--- config.mk ---
export PLATFORM = sky130hd
export DESIGN_NAME = cpu_run_ctrl
export DESIGN_NICKNAME = d
export VERILOG_FILES = /design/src/rtl/cpu_run_ctrl_pkg.sv /design/src/rtl/btn_debounce.sv /design/src/rtl/cpu_run_ctrl.sv
export SDC_FILE = /design/constraint.sdc
export NUM_CORES = 1
export LEC_CHECK = 0
export ABC_CLOCK_PERIOD_IN_PS = 7900
export CORE_MARGIN = 3
export CORE_UTILIZATION = 50
export DETAILED_ROUTE_END_ITERATION = 16
export GPL_TIMING_DRIVEN = 0
export PLACE_DENSITY = 0.82
export SLEW_MARGIN = 20
export SYNTH_ARGS = -nofsm -noshare
export SYNTH_HDL_FRONTEND = slang
export SYNTH_SLANG_ARGS = --single-unit
--- constraint.sdc ---
create_clock -name clk -period 7.9 [get_ports clk]
set_input_delay 1.975 -clock clk [delete_from_list [all_inputs] [get_ports clk]]
set_output_delay 1.975 -clock clk [all_outputs]
set_load 0.02 [all_outputs]
--- src/rtl/cpu_run_ctrl_pkg.sv ---
`default_nettype none
// ============================================================================
// Module      : cpu_run_ctrl_pkg
// Description : Shared types and default constants for the CPU run/halt/step
//               clock controller (FSM state encoding, default debounce length,
//               default clock divider ratio).
// Revision    : 1.0 - initial release
// ============================================================================
package cpu_run_ctrl_pkg;

    // Controller state encoding
    typedef enum logic [1:0] {
        HALT  = 2'd0,
        RUN   = 2'd1,
        STEP  = 2'd2,
        DRAIN = 2'd3
    } run_state_t;

    // Default debounce stability window in clk cycles
    localparam int c_DB_CYCLES_DEFAULT = 1_000_000;

    // Board-level power-up value for div_ratio
    localparam int c_DIV_RATIO_RESET = 10;

endpackage : cpu_run_ctrl_pkg
`default_nettype wire

--- src/rtl/btn_debounce.sv ---
`default_nettype none
// ============================================================================
// Module      : btn_debounce
// Description : Push-button conditioner: 2-FF synchronizer, optional
//               debounce, rising-edge detector. Emits a one-clk pulse per
//               accepted press.
//               Macro CPU_RUN_CTRL_DEBOUNCE_EN: when defined, a level must
//               remain stable for DB_CYCLES clk cycles before it is accepted;
//               when undefined, the debounce stage is bypassed (press latency
//               is 3 clk cycles) and DB_CYCLES has no effect.
// Ports       : clk     - system clock
//               rst_n   - asynchronous active-low reset
//               btn_raw - raw asynchronous button level
//               press_p - one-cycle pulse per accepted press
// Revision    : 1.0 - initial release
// ============================================================================
module btn_debounce
    import cpu_run_ctrl_pkg::*;
#(
    parameter int DB_CYCLES = c_DB_CYCLES_DEFAULT
) (
    input  logic clk,
    input  logic rst_n,
    input  logic btn_raw,
    output logic press_p
);

    logic r_sync1;
    logic r_sync2;
    logic r_level_q;
    logic r_press;
    logic w_level;

    // Two-flop synchronizer for the asynchronous button input
    always_ff @(posedge clk or negedge rst_n) begin
        if (!rst_n) begin
            r_sync1 <= 1'b0;
            r_sync2 <= 1'b0;
        end else begin
            r_sync1 <= btn_raw;
            r_sync2 <= r_sync1;
        end
    end

`ifdef CPU_RUN_CTRL_DEBOUNCE_EN
    localparam int c_DB_W    = $clog2(DB_CYCLES + 1);
    localparam int c_DB_LAST = (DB_CYCLES < 1) ? 0 : DB_CYCLES - 1;

    logic [c_DB_W-1:0] r_db_cnt;
    logic              r_stable;

    // The accepted level only changes once the synchronized input has
    // differed from it for DB_CYCLES consecutive cycles; any bounce back
    // restarts the window.
    always_ff @(posedge clk or negedge rst_n) begin
        if (!rst_n) begin
            r_db_cnt <= '0;
            r_stable <= 1'b0;
        end else if (r_sync2 == r_stable) begin
            r_db_cnt <= '0;
        end else if (r_db_cnt == c_DB_W'(c_DB_LAST)) begin
            r_db_cnt <= '0;
            r_stable <= r_sync2;
        end else begin
            r_db_cnt <= r_db_cnt + c_DB_W'(1);
        end
    end

    assign w_level = r_stable;
`else
    // Without the debounce stage the window length plays no role.
    logic w_db_unused;
    assign w_db_unused = (DB_CYCLES != 0);

    assign w_level = r_sync2;
`endif

    // Rising-edge detector with registered pulse output
    always_ff @(posedge clk or negedge rst_n) begin
        if (!rst_n) begin
            r_level_q <= 1'b0;
            r_press   <= 1'b0;
        end else begin
            r_level_q <= w_level;
            r_press   <= w_level & ~r_level_q;
        end
    end

    assign press_p = r_press;

endmodule : btn_debounce
`default_nettype wire

--- src/rtl/cpu_run_ctrl.sv ---
`default_nettype none
// ============================================================================
// Module      : cpu_run_ctrl
// Description : Run/halt/single-step controller for the CPU clock. Derives a
//               registered cpu_clk from clk at a programmable half-period,
//               supports halt/resume (btn_run), single-cycle stepping
//               (btn_step) and a core-side halt request, and counts cpu_clk
//               rising edges.
//               Macro CPU_RUN_CTRL_DEBOUNCE_EN enables full button debounce
//               in both btn_debounce instances.
// Ports       : clk         - system clock
//               rst_n       - asynchronous active-low reset
//               btn_run     - raw run/halt toggle button
//               btn_step    - raw single-step button
//               halt_req    - clk-synchronous halt request level
//               div_ratio   - cpu_clk half-period in clk cycles (0 acts as 1)
//               cpu_clk     - registered CPU clock
//               running     - high in RUN and DRAIN
//               cycle_count - cpu_clk rising edges since reset (wraps)
// Revision    : 1.0 - initial release
// ============================================================================
module cpu_run_ctrl
    import cpu_run_ctrl_pkg::*;
#(
    parameter int DIV_W     = 32,
    parameter int DB_CYCLES = c_DB_CYCLES_DEFAULT,
    parameter int START_RUN = 1
) (
    input  logic             clk,
    input  logic             rst_n,
    input  logic             btn_run,
    input  logic             btn_step,
    input  logic             halt_req,
    input  logic [DIV_W-1:0] div_ratio,
    output logic             cpu_clk,
    output logic             running,
    output logic [31:0]      cycle_count
);

    localparam run_state_t c_RESET_STATE = (START_RUN != 0) ? RUN : HALT;
    localparam logic       c_RESET_RUN   = (START_RUN != 0);

    logic             w_run_p;
    logic             w_step_p;
    logic [DIV_W-1:0] w_div_last;
    logic             w_tick;
    logic [DIV_W-1:0] w_cnt_next;

    run_state_t       r_state;
    logic [DIV_W-1:0] r_cnt;
    logic             r_cpu_clk;
    logic             r_running;
    logic [31:0]      r_cycle_count;

    btn_debounce #(
        .DB_CYCLES (DB_CYCLES)
    ) u_db_run (
        .clk     (clk),
        .rst_n   (rst_n),
        .btn_raw (btn_run),
        .press_p (w_run_p)
    );

    btn_debounce #(
        .DB_CYCLES (DB_CYCLES)
    ) u_db_step (
        .clk     (clk),
        .rst_n   (rst_n),
        .btn_raw (btn_step),
        .press_p (w_step_p)
    );

    // A ratio of 0 behaves as 1. The compare uses >= so that lowering
    // div_ratio below the current count ends the half-period at once instead
    // of letting the counter run all the way round.
    assign w_div_last = (div_ratio == '0) ? '0 : div_ratio - DIV_W'(1);
    assign w_tick     = (r_cnt >= w_div_last);
    assign w_cnt_next = w_tick ? '0 : r_cnt + DIV_W'(1);

    always_ff @(posedge clk or negedge rst_n) begin
        if (!rst_n) begin
            r_state       <= c_RESET_STATE;
            r_cnt         <= '0;
            r_cpu_clk     <= 1'b0;
            r_running     <= c_RESET_RUN;
            r_cycle_count <= '0;
        end else begin
            case (r_state)
                HALT: begin
                    r_cnt     <= '0;
                    r_cpu_clk <= 1'b0;
                    if (w_run_p) begin
                        r_state   <= RUN;
                        r_running <= 1'b1;
                    end else if (w_step_p) begin
                        r_state   <= STEP;
                        r_running <= 1'b0;
                    end
                end

                RUN: begin
                    r_cnt <= w_cnt_next;
                    if (w_tick) begin
                        r_cpu_clk <= ~r_cpu_clk;
                        if (!r_cpu_clk) begin
                            r_cycle_count <= r_cycle_count + 32'd1;
                        end
                    end
                    // DRAIN still counts as running; the output drops with HALT
                    if (w_run_p || halt_req) begin
                        r_state <= DRAIN;
                    end
                end

                STEP: begin
                    r_cnt <= w_cnt_next;
                    if (w_tick) begin
                        r_cpu_clk <= ~r_cpu_clk;
                        if (!r_cpu_clk) begin
                            r_cycle_count <= r_cycle_count + 32'd1;
                        end else begin
                            // Falling edge completes the single cycle
                            r_state <= HALT;
                        end
                    end
                end

                DRAIN: begin
                    // Let a high phase run to its natural end so the core
                    // never sees a truncated clock pulse.
                    if (!r_cpu_clk) begin
                        r_cnt     <= '0;
                        r_state   <= HALT;
                        r_running <= 1'b0;
                    end else begin
                        r_cnt <= w_cnt_next;
                        if (w_tick) begin
                            r_cpu_clk <= 1'b0;
                            r_state   <= HALT;
                            r_running <= 1'b0;
                        end
                    end
                end

                default: begin
                    r_state   <= HALT;
                    r_running <= 1'b0;
                    r_cnt     <= '0;
                    r_cpu_clk <= 1'b0;
                end
            endcase
        end
    end

    assign cpu_clk     = r_cpu_clk;
    assign running     = r_running;
    assign cycle_count = r_cycle_count;

endmodule : cpu_run_ctrl
`default_nettype wire
# Word level (Yosys, flattened, before mapping)
# Index checks and enable logic that the tools add are counted.
# op_classes
order_cmp,1
add_sub_neg,3
n_bitwise,5
shift,0
div_mod_pow,0
reduce_logical,8
n_eq_ne,9
multipliers,0
muxes,21
# ops
op,count
$mux W32,3
$pmux W32 S3,1
$add A32 B1 Y32 const B,2
$ge A32 B32 Y1,1
$logic_not A32 Y1,1
$sub A32 B1 Y32 const B,1
$mux W2,7
$pmux W2 S4,1
$mux W1,7
$ne A2 B2 Y1 const B,3
$reduce_and A3 Y1,2
$reduce_and A5 Y1,1
$eq A2 B2 Y1 const B,2
$ne A3 B1 Y1 const B,1
$ne A3 B3 Y1 const B,1
$not A1 Y1,3
$pmux W1 S3,1
$and A1 B1 Y1,2
$eq A2 B1 Y1 const B,1
$logic_not A2 Y1,1
$ne A2 B1 Y1 const B,1
$pmux W1 S2,1
$reduce_bool A2 Y1,1
$reduce_or A2 Y1,1
$logic_or A1 B1 Y1,1
# totals
ramBits,0
ff_bits,76
word_cells,60
rom_bits,0
out_inout_bits,34
n_memories,0
in_bits,37
latch_bits,0

# Depth between registers and ports, before layout
# depth
word_depth,6
ltp_mapped,16
depth_no_buf,13

# By module
# From an unflattened synthesis, not the netlist that was laid out.
# unflattened
cells_unflattened,533
area_unflattened_um2,4917.2
# modules_own_cells
mod,area_each_um2,cells_each,seq_area_each_um2,instances
cpu_run_ctrl,4689.5,523,1704.1,1
btn_debounce,113.9,5,100.1,2

# Worst setup path after synthesis
# Ideal clock, no wire load.
# synth_path
path_kind,in2reg
from,in div_ratio[5]
to,reg r_cnt[15]
cell_stages,15
required_ps,7834
setup_time_ps,66
path_buffers,2
slack_ps,2293
arrival_time_ps,5541
cell_sequence,or4_4 > nor4_4 > nand3_1 > nor4_1 > xor2_1 > nand2_1 > ha_1 > nand4_1 > nor2_1 > a221o_1 > a211o_1 > clkbuf_1 > nor4_2 > clkbuf_1 > and2_1
# synth_via
elab_chain_len,6
elab_cells_between_ends,7
cone_classes,1 x add/sub; 1 x order compare; 4 x mux; 1 x reduce/logical
# synth_rtl
item,line,rtl
start: declaration,cpu_run_ctrl.sv:34,"input logic [DIV_W-1:0] div_ratio,"
$sub A32 B1 Y32 / $logic_not A32 Y1 (equally long branches),cpu_run_ctrl.sv:76,assign w_div_last = (div_ratio == '0) ? '0 : div_ratio - DIV_W'(1);
$mux W32 *,cpu_run_ctrl.sv:76,
$ge A32 B32 Y1 *,cpu_run_ctrl.sv:77,assign w_tick = (r_cnt >= w_div_last);
$mux W32 *,cpu_run_ctrl.sv:78,assign w_cnt_next = w_tick ? '0 : r_cnt + DIV_W'(1);
$mux W32,cpu_run_ctrl.sv:131,if (!r_cpu_clk) begin
$pmux W32 S3 *,cpu_run_ctrl.sv:88,case (r_state)
end signal: assignment,cpu_run_ctrl.sv:102,r_cnt <= w_cnt_next;
end signal: assignment,cpu_run_ctrl.sv:116,r_cnt <= w_cnt_next;
end signal: assignment,cpu_run_ctrl.sv:136,r_cnt <= w_cnt_next;
end: declaration,cpu_run_ctrl.sv:50,logic [DIV_W-1:0] r_cnt;
# Mark *: on every way between the ends. The rest lies on a longest branch, timed or not.
# A chain may end at the register's enable or synchronous reset.

# Final worst setup path
# layout_path
from,in div_ratio[3]
to,"reg r_cycle_count[25], in the netlist cycle_count[25]"
# layout_via
elab_chain_len,4
elab_cells_between_ends,5
cone_classes,1 x add/sub; 1 x order compare; 1 x mux; 2 x reduce/logical
# layout_rtl
item,line,rtl
$sub A32 B1 Y32 / $logic_not A32 Y1 (equally long branches),cpu_run_ctrl.sv:76,
$mux W32 *,cpu_run_ctrl.sv:76,
$ge A32 B32 Y1 *,cpu_run_ctrl.sv:77,
$reduce_and A3 Y1 (no source line) *,-,
end signal: assignment,cpu_run_ctrl.sv:106,r_cycle_count <= r_cycle_count + 32'd1;
end signal: assignment,cpu_run_ctrl.sv:120,r_cycle_count <= r_cycle_count + 32'd1;
end: declaration,cpu_run_ctrl.sv:53,logic [31:0] r_cycle_count;
# Marked as above.

==> key figures <==
Hold path
  – Worst Hold Path Cells: 0
  – Tightest Hold Check Type: reg -> reg
  – Hold EP: u_db_run.r_sync2
  – HP Start: u_db_run.r_sync1

Setup path
  – Arrival @ worst endpoint: 6720 ps
  – CP required: 8120 ps
  – Setup CP Type: in -> reg
  – Crit Path Max Fanout: 10
  – Register-to-Register Path Depth: 9
  – FF-to-FF Start: r_cnt[30]
  – R2R Path End: r_cnt[8]
  – Critical Path Sink Type: flop
  – Reg2reg setup slack: 4970 ps
  – Nature of the critical path startpoint: primary input

CTS
  – CTS clk-pin slew, worst paths: 70 ps
  – TritonCTS clock tree: done
  – Clock buffer count from CTS: 9
  – H-tree Lvls: 3
  – Clock latency on the worst-skew pair: 340 ps
  – Number of post-CTS setup repair buffers: 0
  – CTS root buffer: clkbuf_8
  – PostCTS Resize Cnt: 0
  – Max clock buf depth: 2
  – Post-CTS Hold Fix Bufs: 0
  – Clk sinks: 76

Global routing
  – Vias in the first global route: 4,146
  – Gr usage total: 0.210
  – GRT overflow: 0
  – Pin count of the biggest net entering global routing: 48
  – First-pass GRT wire length: 19,500 um
  – Antenna violations before repair: 0

Cells and area
  – Fill count: 819
  – Commonest non-fill, non-tap cell in the layout: dfrtp_1
  – # diodes: 0
  – Fin nets: 691
  – P&R area growth vs syn: 22.0%
  – Commonest non-fill, non-tap cells in the layout: dfrtp_1, clkdlybuf4s50_1, xnor2_1
  – Share of cells above drive strength 1: 0.0437

Floorplanning
  – Die ar.: 0.0113 mm^2
  – Chip Height: 107 um
  – Starting density of the core: 0.515
  – DIE WIDTH: 107 um
  – CORE AREA: 0.00982 mm^2
  – Io pins: 71
  – # rows: 36

Detailed routing
  – Remaining DRCs: 0
  – Vias post-DR: 4,167
  – First DRT Iteration DRCs: 163
  – ANT nets after route: 0
  – DRT Wirelength: 11,400 um
  – DR vias/cell: 5.55
  – DR pass1 iterations: 4
  – Wire per inst: 15.2 um

Yosys
  – Register bit total from synthesis: 76
  – Post-synth ARST share: 1.00
  – Synth warn: 0
  – Avg Cell Area, Syn: 9.52 um^2
  – EDFF count, synth: 0
  – Distinct cell type count after synthesis: 44
  – Sequential-to-total area share from yosys stat: 0.377
  – Area leader, netlist: dfrtp_1
  – Post-Syn Instances: 531
  – Yosys top cell area share: 0.366
  – Post-synth net total: 609
  – Mapped cell area: 0.00505 mm^2
  – Ys flop type: dfrtp_1
  – Synth area leaders: dfrtp_1, xnor2_1, ha_1

Outcome
  – Outcome: finished, final reports clean

Power
  – Peak VDD IR: 0.169 mV
  – Pwr per Cell Area: 159 mW/mm^2
  – Leak: 2.72 nW

STA
  – Setup violators final: 0
  – Slew margin rel.: 0.367
  – Hold Fails Final Rpt: 0
  – Tmin final: 6500 ps
  – Crit share post-route: 0.823
  – RSZ-0062 raised after global routing: no
  – Worst slew pin tran: 941 ps
  – Peak Freq: 0.154 GHz
  – Final Max Slew Viols: 0
  – Sum of negative setup slack: 0 ps
  – Clock skew: 9.69 ps
  – WHS: 352 ps

Placement
  – Final GP Congestion: 0.916
  – Detail Placement HPWL: 8560 um
  – IO Port Bufs: 70

Flow run
  – Max cap viols: 0
area by class of cell:
class / count / area [um^2] / area share
Inverter: 11 / 41.3 / 0.00670
Clock buffer: 12 / 145 / 0.0235
Timing Repair Buffer: 71 / 726 / 0.118
Clock inverter: 4 / 72.6 / 0.0118
Multi-Input combinational cell: 428 / 3040 / 0.494
Tap cell: 133 / 166 / 0.0270
Buffer: 16 / 63.8 / 0.0104
Sequential cell: 76 / 1900 / 0.309
per-layer routing:
layer  global-route usage  vias to the layer above  share of wire
li1                     -                     2060              -
met1                0.281                     1974           0.47
met2                0.343                      119           0.46
met3               0.0534                       14          0.057
met4               0.0539                        0          0.015
met5                    0                        -              0
per-stage QoR:
stage,worst slack [ps],instance area (um^2),util,power (mW),instances
after floorplan,2290,5050,-,0.581,531
after global routing,972,6160,0.628,1.04,751
after detailed placement,1080,5950,0.606,0.662,735
final,1400,6160,0.628,0.978,751
after CTS,1430,6160,0.628,0.987,751
after global placement,1150,5920,0.603,0.649,734
worst max-delay path, cell delays in order:
cell             delay [ps]
clkdlybuf4s50_1         480
or4_4                   580
nor4_4                  450
nand3_1                 310
nor4_1                  300
xor2_1                  190
nand2_1                  80
ha_1                    320
nand4_1                 160
nor4_1                  460
a211o_1                 220
clkbuf_1                390
clkbuf_1                430
o2111ai_1               210
xnor2_1                 180
where the power goes:
part	switching [mW]	leakage, nW	total, mW	internal [mW]
clock	0.136	0.107	0.322	0.186
sequential	0.0258	1.02	0.441	0.415
combinational	0.117	1.59	0.215	0.0982
total	0.278	2.72	0.978	0.700
worst max path at each step:
stage	startpoint	endpoint	depth (start not counted)
3_3_place_gp	div_ratio[3]	r_cnt[18]	16
2_1_floorplan	div_ratio[5]	r_cnt[15]	15
6_report	div_ratio[3]	cycle_count[25]	15
4_1_cts	div_ratio[3]	cycle_count[25]	15
5_1_grt	div_ratio[3]	cycle_count[25]	15
3_5_place_dp	div_ratio[3]	r_cnt[8]	16
cell families after synthesis:
| kind of cell | after synthesis | synth area share |
|---|---|---|
| XOR/XNOR | 88 | 0.153 |
| AO/OA/AOI/OAI | 70 | 0.0980 |
| flip-flops | 76 | 0.377 |
| AND/OR/NAND/NOR | 226 | 0.244 |
| buffers and inverters | 27 | 0.0208 |
| adder cells (fa/ha/maj) | 41 | 0.102 |
| multiplexers | 3 | 0.00644 |
synthesized netlist by cell type, types with 2 or more instances:
cell / count
nand2b_1: 5
o21ai_0: 11
inv_1: 11
dfstp_2: 2
o211ai_1: 12
nand3_1: 19
o21a_1: 2
nand4_1: 12
nand3b_1: 2
dfrtp_1: 74
a211o_1: 2
nor2_1: 24
and4_1: 10
buf_2: 3
xnor2_1: 61
or4_1: 4
nand2_1: 58
mux2_2: 2
nor2b_1: 6
nor4_1: 8
ha_1: 41
clkbuf_1: 13
and3_1: 15
xor2_1: 27
nor3_1: 12
or3_1: 8
a21oi_1: 17
o2111ai_1: 17
and2_1: 38
state kept, by name, indices dropped and copies added (netlist names):
name and flops:
running 1, u_db_step.press_p 1, u_db_run.r_level_q 1, u_db_step.r_sync1 1, u_db_step.r_level_q 1, u_db_run.r_sync1 1
r_state 2, cpu_clk 1, r_cnt 32, u_db_step.r_sync2 1, u_db_run.r_sync2 1, cycle_count 32
u_db_run.press_p 1
Power figures use the tool's default switching activity.
==> RTL edit: new RTL, same settings <==
The option `CPU_RUN_CTRL_DEBOUNCE_EN` is turned on by a define.
--- a/src/rtl/btn_debounce.sv
+++ b/src/rtl/btn_debounce.sv
@@ -14,6 +14,8 @@
 //               press_p - one-cycle pulse per accepted press
 // Revision    : 1.0 - initial release
 // ============================================================================
+`define CPU_RUN_CTRL_DEBOUNCE_EN
+
 module btn_debounce
     import cpu_run_ctrl_pkg::*;
 #(
Formal check against the unedited RTL: not equivalent (Yosys sat finds a counterexample within 10 cycles, from zero or initial values and one cycle with rst_n low).
==> RTL edit against the unedited design <==
Register-to-register slack lost 70 ps; setup slack lost 210 ps; synthesized area grew 40%; clock skew is essentially flat; final area grew 40%; power grew 73%; wire length grew 42%; count of clock-buffer cells in the layout grew 13; die area grew 38%; critical path depth grew 2; sequential cell count grew 42; non-clock buffer count grew 6; critical path type unchanged.
==> RTL edit: results <==
set metrics [dict create \
    status "finished, final reports clean" \
    yosysWarnings 0 \
    p_leak_uw 0.00375 \
    ys_async_sr_fraction_pct 100 \
    synth_fp_nets 827 \
    antenna_found_initial 0 \
    ir_drop_v 0.000156 \
    routabilityCongestion 0.856 \
    clk_pin_slew_ps 50 \
    slowest_delay_ps 540 \
    grt_max_degree 83 \
    crit_slowest_cell "or3b_2" \
    grt_pass1_wl_mm 27.4 \
    first_iter_violations 449 \
    max_freq_mhz 149 \
    post_drt_wl_per_cell_um 15.8 \
    r2r_slack_ps 4900 \
    cts_buffer_depth 2 \
    critPathMaxFanout 10 \
    htreeDepth 4 \
    cts_root_buf "clkbuf_16" \
    dr.pass1.iters 5 \
    synth_cell_types 57 \
    globalRouteTotalUtil_pct 21.2 \
    layout-drive-gt1-share_pct 7.29 \
    synth.yosys.seq_area_share_pct 41.8 \
    grt_pass1_vias 5676 \
    clk_latency_ps 420 \
    cts_setup_buffers 0 \
    cts_resized 0 \
    cpLargestDelayFamily "simple AND/OR/NAND/NOR gates" \
    worstMarginPinSlew_ps 745 \
    worstPathArrival_ps 7020 \
    placed_area_um2 8030 \
    yosys-top-cells-count "dfrtp_1, nor2_1, nand2_1" \
    finalClockSkew_ps 9.65 \
    hold_class "register to register" \
    nNetsFinal 917 \
    synth_area_leaders "dfrtp_1, xnor2_1, ha_1" \
    dp_hpwl_mm 11.5 \
    cts_buffers 17 \
    dr_total_vias 5758 \
    synth-edff-count 0 \
]
## RTL edit: layer usage
layer	track usage (%)	vias up	routed length, um
met5	0	-	0
met4	6.51	0	157
met2	34.8	117	7930
met1	28.3	2823	7510
li1	-	2802	-
met3	4.65	16	635
## RTL edit: path summary, 6_finish.rpt
path	start	end	depth (start not counted)
min	u_db_run.r_sync1	u_db_run.r_sync2	0
max	div_ratio[0]	cycle_count[14]	17
max in group asynchronous	rst_n	u_db_run.r_db_cnt[6]	2
min in group asynchronous	rst_n	u_db_step.r_db_cnt[3]	1
max reg2reg	r_cnt[29]	cycle_count[14]	8
min reg2reg	u_db_run.r_sync1	u_db_run.r_sync2	0
## RTL edit: per-stage QoR
step,hold WS (ps),cells,power (uW),setup WS [ps]
floorplan,331,747,819,2160
global placement,332,993,905,350
detailed placement,335,994,913,765
CTS,347,1026,1700,1160
global route,369,1026,1770,739
finish,347,1026,1690,1180
## RTL edit: area by class of cell
| class | instances | area [um^2] |
|---|---|---|
| multi-input cells | 593 | 3950 |
| well taps | 176 | 220 |
| fillers | 1064 | 4910 |
| inverters | 14 | 52.6 |
| plain buffers | 22 | 133 |
| repair buffers | 71 | 729 |
| clock inverters | 7 | 90.1 |
| flip-flops and latches | 118 | 2960 |
| clock buffers | 25 | 526 |
## RTL edit: cells by family after synthesis
group | share of synthesized area (%)
xor gates and xnor gates | 15.6
muxes | 0.478
adders and majority gates | 7.61
AOI/OAI and AO/OA | 7.38
DFF | 41.8
buffers and inverters | 2.62
and+or+nand+nor | 24.5
## RTL edit: power by group
group | switching (uW) | total, uW | internal [uW]
Combinational | 159 | 269 | 109
Sequential | 17.7 | 639 | 622
Clock | 264 | 785 | 521
Total | 442 | 1690 | 1250
